==> src/rtl/axi4l2core_pipe_pkg.sv <==
// Shared types for the AXI4-Lite to core-interface bridge: response codes
// and the read/write direction tag carried through the in-flight FIFO.
package axi4l2core_pipe_pkg;

  typedef logic [1:0] resp_t;

  localparam resp_t RESP_OKAY   = 2'b00;
  localparam resp_t RESP_SLVERR = 2'b10;

  typedef enum logic {
    DIR_READ  = 1'b0,
    DIR_WRITE = 1'b1
  } dir_t;

  function automatic resp_t resp_from_err(input logic err);
    return err ? RESP_SLVERR : RESP_OKAY;
  endfunction

endpackage

==> src/rtl/axi4l2core_pipe_fifo.sv <==
// Small synchronous FIFO, first-word-fall-through from registers.
// A pop on empty is ignored; a push on full is accepted only alongside a pop.
module axi4l2core_pipe_fifo #(
  parameter int WIDTH = 8,
  parameter int DEPTH = 2
) (
  input  logic             i_clk,
  input  logic             i_rst,
  input  logic             i_push,
  input  logic [WIDTH-1:0] i_data,
  input  logic             i_pop,
  output logic [WIDTH-1:0] o_head,
  output logic             o_full,
  output logic             o_empty
);

  localparam int AW = (DEPTH > 1) ? $clog2(DEPTH) : 1;
  localparam int CW = $clog2(DEPTH + 1);

  logic [WIDTH-1:0] r_mem [DEPTH];
  logic [AW-1:0]    r_wr_ptr;
  logic [AW-1:0]    r_rd_ptr;
  logic [CW-1:0]    r_count;
  logic             w_push;
  logic             w_pop;

  function automatic logic [AW-1:0] ptr_inc(input logic [AW-1:0] p);
    return (p == AW'(DEPTH - 1)) ? '0 : p + 1'b1;
  endfunction

  assign o_empty = (r_count == '0);
  assign o_full  = (r_count == CW'(DEPTH));
  assign w_pop   = i_pop && !o_empty;
  assign w_push  = i_push && (!o_full || w_pop);
  assign o_head  = r_mem[r_rd_ptr];

  always_ff @(posedge i_clk or posedge i_rst) begin
    if (i_rst) begin
      r_wr_ptr <= '0;
      r_rd_ptr <= '0;
      r_count  <= '0;
    end else begin
      if (w_push) r_wr_ptr <= ptr_inc(r_wr_ptr);
      if (w_pop)  r_rd_ptr <= ptr_inc(r_rd_ptr);
      case ({w_push, w_pop})
        2'b10:   r_count <= r_count + 1'b1;
        2'b01:   r_count <= r_count - 1'b1;
        default: r_count <= r_count;
      endcase
    end
  end

  // Storage carries no reset; validity is tracked by the pointers alone.
  always_ff @(posedge i_clk) begin
    if (w_push) r_mem[r_wr_ptr] <= i_data;
  end

endmodule

==> src/rtl/axi4l2core_pipe.sv <==
// AXI4-Lite slave to core req/gnt/rvalid bridge with up to MAX_OUTST
// transactions in flight, round-robin R/W arbitration and buffered responses.
module axi4l2core_pipe
  import axi4l2core_pipe_pkg::*;
#(
  parameter int ADDR_W    = 32,
  parameter int DATA_W    = 32,
  parameter int MAX_OUTST = 2
) (
  input  logic                aclk,
  input  logic                areset,
  input  logic                awvalid,
  output logic                awready,
  input  logic [ADDR_W-1:0]   awaddr,
  input  logic                wvalid,
  output logic                wready,
  input  logic [DATA_W-1:0]   wdata,
  input  logic [DATA_W/8-1:0] wstrb,
  output logic                bvalid,
  input  logic                bready,
  output logic [1:0]          bresp,
  input  logic                arvalid,
  output logic                arready,
  input  logic [ADDR_W-1:0]   araddr,
  output logic                rvalid,
  input  logic                rready,
  output logic [DATA_W-1:0]   rdata,
  output logic [1:0]          rresp,
  output logic                core_req,
  input  logic                core_gnt,
  output logic                core_we,
  output logic [DATA_W/8-1:0] core_be,
  output logic [ADDR_W-1:0]   core_addr,
  output logic [DATA_W-1:0]   core_wdata,
  input  logic                core_rvalid,
  input  logic [DATA_W-1:0]   core_rdata,
  input  logic                core_err
);

  localparam int STRB_W = DATA_W / 8;
  localparam int CNT_W  = $clog2(MAX_OUTST + 1);
  localparam int R_W    = DATA_W + 2;

  logic [CNT_W-1:0] r_credit;
  logic             r_lock;
  dir_t             r_lock_dir;
  dir_t             r_last_grant;

  logic             w_rd_cand;
  logic             w_wr_cand;
  dir_t             w_sel_dir;
  logic             w_sel_cand;
  logic             w_issue_ok;
  logic             w_grant;
  logic             w_r_ret;
  logic             w_b_ret;

  logic             w_tag_head;
  logic             w_tag_full;
  logic             w_tag_empty;
  logic             w_tag_pop;
  dir_t             w_rsp_dir;
  logic             w_r_push;
  logic             w_b_push;
  logic [R_W-1:0]   w_r_din;
  logic [R_W-1:0]   w_r_head;
  logic             w_r_full;
  logic             w_r_empty;
  resp_t            w_b_head;
  logic             w_b_full;
  logic             w_b_empty;

  assign w_wr_cand = awvalid && wvalid;
  assign w_rd_cand = arvalid;

  // A stalled request keeps its direction so the core sees stable fields.
  always_comb begin
    w_sel_dir = DIR_READ;
    if (r_lock)
      w_sel_dir = r_lock_dir;
    else if (w_rd_cand && w_wr_cand)
      w_sel_dir = (r_last_grant == DIR_WRITE) ? DIR_READ : DIR_WRITE;
    else if (w_wr_cand)
      w_sel_dir = DIR_WRITE;
  end

  assign w_sel_cand = (w_sel_dir == DIR_READ) ? w_rd_cand : w_wr_cand;
  assign w_issue_ok = (r_credit < CNT_W'(MAX_OUTST)) && !w_tag_full
                      && !w_r_full && !w_b_full;

  assign core_req   = w_issue_ok && w_sel_cand;
  assign core_we    = (w_sel_dir == DIR_WRITE);
  assign core_addr  = (w_sel_dir == DIR_READ) ? araddr : awaddr;
  assign core_be    = (w_sel_dir == DIR_READ) ? {STRB_W{1'b1}} : wstrb;
  assign core_wdata = wdata;

  assign w_grant = core_req && core_gnt;
  assign arready = w_grant && (w_sel_dir == DIR_READ);
  assign awready = w_grant && (w_sel_dir == DIR_WRITE);
  assign wready  = awready;

  assign w_r_ret = rvalid && rready;
  assign w_b_ret = bvalid && bready;

  always_ff @(posedge aclk or posedge areset) begin
    if (areset) begin
      r_credit     <= '0;
      r_lock       <= 1'b0;
      r_lock_dir   <= DIR_READ;
      r_last_grant <= DIR_WRITE;
    end else begin
      r_credit <= r_credit + CNT_W'(w_grant) - CNT_W'(w_r_ret) - CNT_W'(w_b_ret);
      if (w_grant) begin
        r_lock       <= 1'b0;
        r_last_grant <= w_sel_dir;
      end else if (core_req) begin
        r_lock     <= 1'b1;
        r_lock_dir <= w_sel_dir;
      end
    end
  end

  // Responses come back in grant order; the tag says which channel owns them.
  assign w_tag_pop = core_rvalid && !w_tag_empty;
  assign w_rsp_dir = dir_t'(w_tag_head);
  assign w_r_push  = w_tag_pop && (w_rsp_dir == DIR_READ);
  assign w_b_push  = w_tag_pop && (w_rsp_dir == DIR_WRITE);
  assign w_r_din   = {core_rdata, resp_from_err(core_err)};

  axi4l2core_pipe_fifo #(.WIDTH(1), .DEPTH(MAX_OUTST)) u_tag_fifo (
    .i_clk   (aclk),
    .i_rst   (areset),
    .i_push  (w_grant),
    .i_data  (w_sel_dir),
    .i_pop   (w_tag_pop),
    .o_head  (w_tag_head),
    .o_full  (w_tag_full),
    .o_empty (w_tag_empty)
  );

  axi4l2core_pipe_fifo #(.WIDTH(R_W), .DEPTH(MAX_OUTST)) u_r_fifo (
    .i_clk   (aclk),
    .i_rst   (areset),
    .i_push  (w_r_push),
    .i_data  (w_r_din),
    .i_pop   (w_r_ret),
    .o_head  (w_r_head),
    .o_full  (w_r_full),
    .o_empty (w_r_empty)
  );

  axi4l2core_pipe_fifo #(.WIDTH(2), .DEPTH(MAX_OUTST)) u_b_fifo (
    .i_clk   (aclk),
    .i_rst   (areset),
    .i_push  (w_b_push),
    .i_data  (resp_from_err(core_err)),
    .i_pop   (w_b_ret),
    .o_head  (w_b_head),
    .o_full  (w_b_full),
    .o_empty (w_b_empty)
  );

  assign rvalid = !w_r_empty;
  assign rdata  = w_r_empty ? '0 : w_r_head[R_W-1:2];
  assign rresp  = w_r_empty ? RESP_OKAY : w_r_head[1:0];
  assign bvalid = !w_b_empty;
  assign bresp  = w_b_empty ? RESP_OKAY : w_b_head;

endmodule
==> config.mk <==
export PLATFORM = sky130hd
export DESIGN_NAME = axi4l2core_pipe
export DESIGN_NICKNAME = d
export VERILOG_FILES = /design/src/rtl/axi4l2core_pipe_pkg.sv /design/src/rtl/axi4l2core_pipe_fifo.sv /design/src/rtl/axi4l2core_pipe.sv
export SDC_FILE = /design/constraint.sdc
export NUM_CORES = 1
export LEC_CHECK = 0
export CAP_MARGIN = 0
export CORE_ASPECT_RATIO = 0.75
export CORE_MARGIN = 2
export CORE_UTILIZATION = 38
export CTS_CLUSTER_DIAMETER = 200
export DETAILED_ROUTE_END_ITERATION = 8
export HOLD_SLACK_MARGIN = 0.12
export MAX_ROUTING_LAYER = met4
export PLACE_DENSITY = 0.88
export SYNTH_ARGS = -nofsm -noshare
export SYNTH_HDL_FRONTEND = slang
export SYNTH_SLANG_ARGS = --single-unit
export TNS_END_PERCENT = 50
==> constraint.sdc <==
create_clock -name aclk -period 3.26 [get_ports aclk]
set_input_delay 0.652 -clock aclk [delete_from_list [all_inputs] [get_ports aclk]]
set_output_delay 0.652 -clock aclk [all_outputs]
set_load 0.02 [all_outputs]
---- Word level (Yosys, flattened, before mapping) ----
Memory sizes are Yosys's and may differ from the RTL's.
Cells that the tools add are included.
W data, S select, Z words.
storage, ports and cells
  input port bits ......................... 142
  flip-flop bits (word level) ............. 17
  memory bits (writable) .................. 74
  word-level logic and storage cells ...... 109
  memories ................................ 3
operators by class
  magnitude comparators ................... 1
  bitwise gates (word level) .............. 3
  reductions and logical operators ........ 37
  mux-type cells .......................... 28
  eq/ne operators ......................... 9
  add/sub/neg operators ................... 15
memories
  name              depth  width  read ports  clocked after memory_dff  write ports  line                        text
  u_r_fifo.r_mem    2      34     1           0                         1            axi4l2core_pipe_fifo.sv:20  logic [WIDTH-1:0] r_mem [DEPTH];
  u_b_fifo.r_mem    2      2      1           0                         1            axi4l2core_pipe_fifo.sv:20
  u_tag_fifo.r_mem  2      1      1           0                         1            axi4l2core_pipe_fifo.sv:20
operator list
  kind                   number
  $mux W32               2
  $logic_and A1 B1 Y1    20
  $mux W1                19
  $eq A2 B2 Y1 const B   6
  $pmux W2 S2            3
  $reduce_bool A2 Y1     4
  $add A1 B1 Y1 const B  6
  $add A2 B1 Y2 const B  3
  $eq A2 B1 Y1 const B   3
  $logic_not A1 Y1       6
  $logic_not A2 Y1       3
  $mux W2                3
  $sub A2 B1 Y2 const B  3
  $mux W4                1
  $sub A2 B1 Y2          2
  $logic_or A1 B1 Y1     3
  $not A1 Y1             3
  $add A2 B1 Y2          1
  $lt A2 B2 Y1 const B   1
  $reduce_and A2 Y1      1

---- Depth between registers and ports, before layout ----
  depth in word-level cells ............... 10
  gate-level depth with buffers ........... 7

---- By module ----
Synthesis repeated with hierarchy kept, for this count alone.
unflattened totals
  cells, all modules ...................... 344
  area, all modules ....................... 4601.9 um2
by module, submodules not included
  module                              area each (um2)  seq. area each (um2)  instances  cells an instance
  axi4l2core_pipe_fifo at u_r_fifo    2678.8           2142.1                1          131
  axi4l2core_pipe                     1256.2           126.4                 1          154
  axi4l2core_pipe_fifo at u_b_fifo    369.1            220.2                 1          31
  axi4l2core_pipe_fifo at u_tag_fifo  297.8            160.2                 1          28

---- Least setup slack after synthesis ----
OpenSTA, ideal clock, no wires.
  kind .................................... input-to-reg
  from .................................... in core_rvalid
  to ...................................... mem u_r_fifo.r_mem[0][10] in the netlist's numbering (enable)
  path buffers ............................ 0
  stages on the path ...................... 4
  data arrival time ....................... 2492 ps
  slack ................................... 345 ps
  setup time .............................. 423 ps
  data required time ...................... 2837 ps
  cell sequence ........................... o21ai_0 inv_1 o311ai_1 nor2_1
between the ends
  longest elaborated chain between the ends .. 5
ends and longest elaborated chain
  item                           line                        text
  start: declaration             axi4l2core_pipe.sv:35       input logic core_rvalid,
  $logic_and A1 B1 Y1            axi4l2core_pipe.sv:124      assign w_tag_pop = core_rvalid && !w_tag_empty;
  $logic_and A1 B1 Y1            axi4l2core_pipe.sv:126      assign w_r_push = w_tag_pop && (w_rsp_dir == DIR_READ);
  $logic_and A1 B1 Y1            axi4l2core_pipe_fifo.sv:34  assign w_push = i_push && (!o_full || w_pop);
  $mux W1                        axi4l2core_pipe_fifo.sv:55  if (w_push) r_mem[r_wr_ptr] <= i_data;
  $mux W1 (implied by the code)  axi4l2core_pipe_fifo.sv:55
  end: declaration               axi4l2core_pipe_fifo.sv:20
No other way between the ends.

---- Final worst setup path ----
  from .................................... in awvalid
  to ...................................... out wready
between the ends
  longest elaborated chain between the ends .. 8
ends and longest elaborated chain
  item                                            line                                          text
  start: declaration                              axi4l2core_pipe.sv:12                         input logic awvalid,
  $logic_and A1 B1 Y1 (*)                         axi4l2core_pipe.sv:73                         assign w_wr_cand = awvalid && wvalid;
  $mux W1 or $logic_and A1 B1 Y1 (tied branches)  axi4l2core_pipe.sv:83, axi4l2core_pipe.sv:81
  $mux W1                                         axi4l2core_pipe.sv:81                         else if (w_rd_cand && w_wr_cand)
  $mux W1                                         axi4l2core_pipe.sv:79                         if (r_lock)
  $mux W1                                         axi4l2core_pipe.sv:87                         assign w_sel_cand = (w_sel_dir == DIR_READ) ? w_rd_cand : w_wr_cand;
  $logic_and A1 B1 Y1                             axi4l2core_pipe.sv:91                         assign core_req = w_issue_ok && w_sel_cand;
  $logic_and A1 B1 Y1                             axi4l2core_pipe.sv:97                         assign w_grant = core_req && core_gnt;
  $logic_and A1 B1 Y1 (*)                         axi4l2core_pipe.sv:99                         assign awready = w_grant && (w_sel_dir == DIR_WRITE);
  end: declaration                                axi4l2core_pipe.sv:16                         output logic wready,
Mark *: on every way between the ends. The rest lies on a longest branch, timed or not.

==> results by group <==
CTS
  – Clock transition at path regs: 0.06 ns
  – CTS Buffer Depth: 2
  – CTS buffer count: 9
  – Clock Sinks: 87
  – H-tree depth: 3
  – CTS tree: yes
  – Clock latency at the later pin of the worst-skew pair: 0.33 ns
  – Root Buffer: clkbuf_16

Worst hold path
  – Hold Crit Endpoint: u_tag_fifo.r_rd_ptr
  – Hold_sp: u_tag_fifo.r_rd_ptr
  – Worst Hold Path Cells: 1
  – Hold WC Path Type: reg2reg

Setup path
  – R2r endpoint: r_credit[1]
  – CP Capture Type: output port
  – CP Class: in2out
  – Critical-path maximum fanout: 8
  – FF-to-FF setup slack: 1.06 ns
  – CP required: 2.61 ns
  – Worst r2r src: u_r_fifo.r_count[0]
  – Crit path DAT: 2.49 ns
  – Worst r2r path cells: 8
  – Crit start category: primary input

Placement
  – GPL Wtd Cong: 0.766
  – DP Cell Count: 600
  – DP Worst Slack: -0.679 ns
  – PortBufs: 186
  – Hpwl dp: just under 8000 um

Synth
  – Top FF cell, synth: edfxtp_1
  – EDFF count, synth: 70
  – Most frequent cell after synthesis: edfxtp_1
  – Commonest cells post-synth: 70 x edfxtp_1, 48 x nor2_1, 35 x buf_4, 35 x mux2i_1, 33 x mux2_2
  – Synth Instances: about 310
  – Post-synth top area cell: edfxtp_1
  – Register area share after synthesis: 0.600
  – Mapped cell area: 0.00422 mm2
  – Syn Area/Cell: 13.6 um2
  – Post-synth ARST share: 0.195
  – Synth cell types: 31
  – Seq cells post-synth: 87
  – Largest cells by area after synthesis: edfxtp_1 50%, dfrtp_1 9.5%, mux2_2 8.8%, mux2i_1 8.3%, buf_4 6.2%
  – Top-area cell type share of the netlist area: 0.498
  – Synth Warn #: 0

Power and ir drop
  – Total power: 5.35 mW
  – Pleak: 2.63 nW
  – Peak supply drop: 0.423 mV
  – Pwr dens: 825 mW/mm2

Final layout
  – Finished Layout Cells: 622
  – Ant diodes: 0
  – # nets final: 624
  – Area grow syn2layout: 53.6%
  – Share of layout cells above drive strength 1: 0.151
  – Final core utilization: 0.597

STA
  – Post-route clock period utilization: 0.962
  – Worst Slack Setup Final: 0.123 ns
  – Skew final: 0.00628 ns
  – RSZ-0062 raised after global routing: no
  – Final Hold Viols: 0
  – Peak Freq: ~0.32 GHz
  – Period minus WS final: about 3.1 ns
  – Final setup vio count: 0
  – Final Slew Violations: 0
  – Worst slew pin tran: around 0.70 ns
  – WHS: 0.501 ns
  – Worst rel slew slack: 0.533

Route
  – WL/cell: 17.2 um
  – Detailed Route WL: approximately 11000 um
  – DR vias/cell: 4.75
  – First-pass detailed-route iteration total: 6
  – Initial detailed-routing violation count: roughly 120
  – DRC violations left: 0
  – ANT nets after route: 0
  – Via count: 2956

Floorplan
  – Starting Density: 0.388
  – I/O pins: 253
  – Core box area: about 0.011 mm2
  – Area of the die: 0.0120 mm2
  – Row Count: 33
  – DIE WIDTH: 126 um
  – Chip height: 95.2 um

Global routing
  – GRT Util Overall: 0.185
  – Largest net degree at the start of global routing: 37
  – First-pass GRT wire length: 16500 um
  – Vias in the first global route: 3306
  – Initial antenna violation count: 0
  – Remaining global-route overflow: 0

Flow run
  – Max-cap violations: 0

Run status
  – Status: complete, no violations
cell type report:
type                       instances  area [um2]
clock buffer                       9         225
clock inverter                     7        93.8
timing repair buffer             197        2000
fill                             859        4380
multi-input combinational        166        1390
inverter                          16        60.1
sequential                        87        2530
tap                              140         175
critical path, cell delays in order:
cell	delay [ns]
clkdlybuf4s50_1	0.48
nand3b_1	0.17
a21oi_4	0.27
a21oi_4	0.11
nor2_1	0.17
clkdlybuf4s50_1	0.63
through the flow:
step / TNS [ns] / area [um2]
CTS: 0 / 6440
detailed placement: -19.00 / 6070
floorplan: 0 / 4220
global route: 0 / 6480
global placement: -15.66 / 6070
finish: 0 / 6480
power by group:
group | internal (mW) | switching (mW)
sequential | 1.47 | 0.181
combinational | 1.27 | 1.33
clock | 0.672 | 0.418
routing by layer:
| layer | vias up | routed length [um] | GRT usage |
|---|---|---|---|
| li1 | 1387 | - | - |
| met1 | 1397 | 3980 | 0.190 |
| met2 | 125 | 5530 | 0.323 |
| met3 | 47 | 810 | 0.0589 |
| met4 | 0 | 391 | 0.0935 |
| met5 | - | 0 | - |
how the worst max path moves through the flow:
stage,cells past startpoint,slack [ns],startpoint,to
after floorplan,4,0.35,core_rvalid,u_r_fifo.r_mem[0][10]
after global placement,7,-0.56,wvalid,arready
after detailed placement,7,-0.68,awvalid,core_be[1]
after CTS,6,0.01,awvalid,core_addr[19]
after global routing,6,0.02,awvalid,wready
final,6,0.12,awvalid,wready
registers in the layout, indices dropped and copies added, names as in the netlist:
register / cells
u_r_fifo.r_mem: 66
r_credit: 2
u_b_fifo.r_count: 2
u_b_fifo.r_mem: 2
u_r_fifo.r_count: 2
u_tag_fifo.r_count: 2
u_tag_fifo.r_mem: 2
r_last_grant: 1
r_lock: 1
r_lock_dir: 1
u_b_fifo.r_rd_ptr: 1
u_b_fifo.r_wr_ptr: 1
u_r_fifo.r_rd_ptr: 1
u_r_fifo.r_wr_ptr: 1
u_tag_fifo.r_rd_ptr: 1
u_tag_fifo.r_wr_ptr: 1
what timing repair did:
action / CTS / global route
gates resized for setup: 20 / 17
setup endpoints to repair: 40 / 22
pin swaps: 0 / 0
gates cloned: 2 / 0
hold buffers: 0 / 0
buffers inserted: 4 / 0
layout by cell type, fill, tap and decap left out, drive strengths merged, types with 4 or more instances in the layout:
cell type	instances
mux2i	35
dlygate4sd2	16
inv	18
dlymetal6s2s	16
xor2	4
a21oi	5
nand2b	4
edfxtp	70
nor2	48
xnor2	13
clkbuf	9
ha	4
clkdlybuf4s50	154
mux2	34
dfrtp	16
nor2b	4
buf	11
kinds of logic (layout without fill, tap and decap cells):
group / after synthesis / after routing / share of synthesized area
adder cells (fa/ha/maj): 5 / 5 / 0.0166
AND/OR/NAND/NOR: 63 / 63 / 0.0676
AO/OA/AOI/OAI: 8 / 10 / 0.0181
multiplexers: 69 / 69 / 0.175
other: 1 / 2 / 0.000889
buffers and inverters: 61 / 229 / 0.0872
XOR/XNOR: 17 / 17 / 0.0353
flip-flops: 87 / 87 / 0.600
Note: power is estimated with default switching activity, not from simulation.
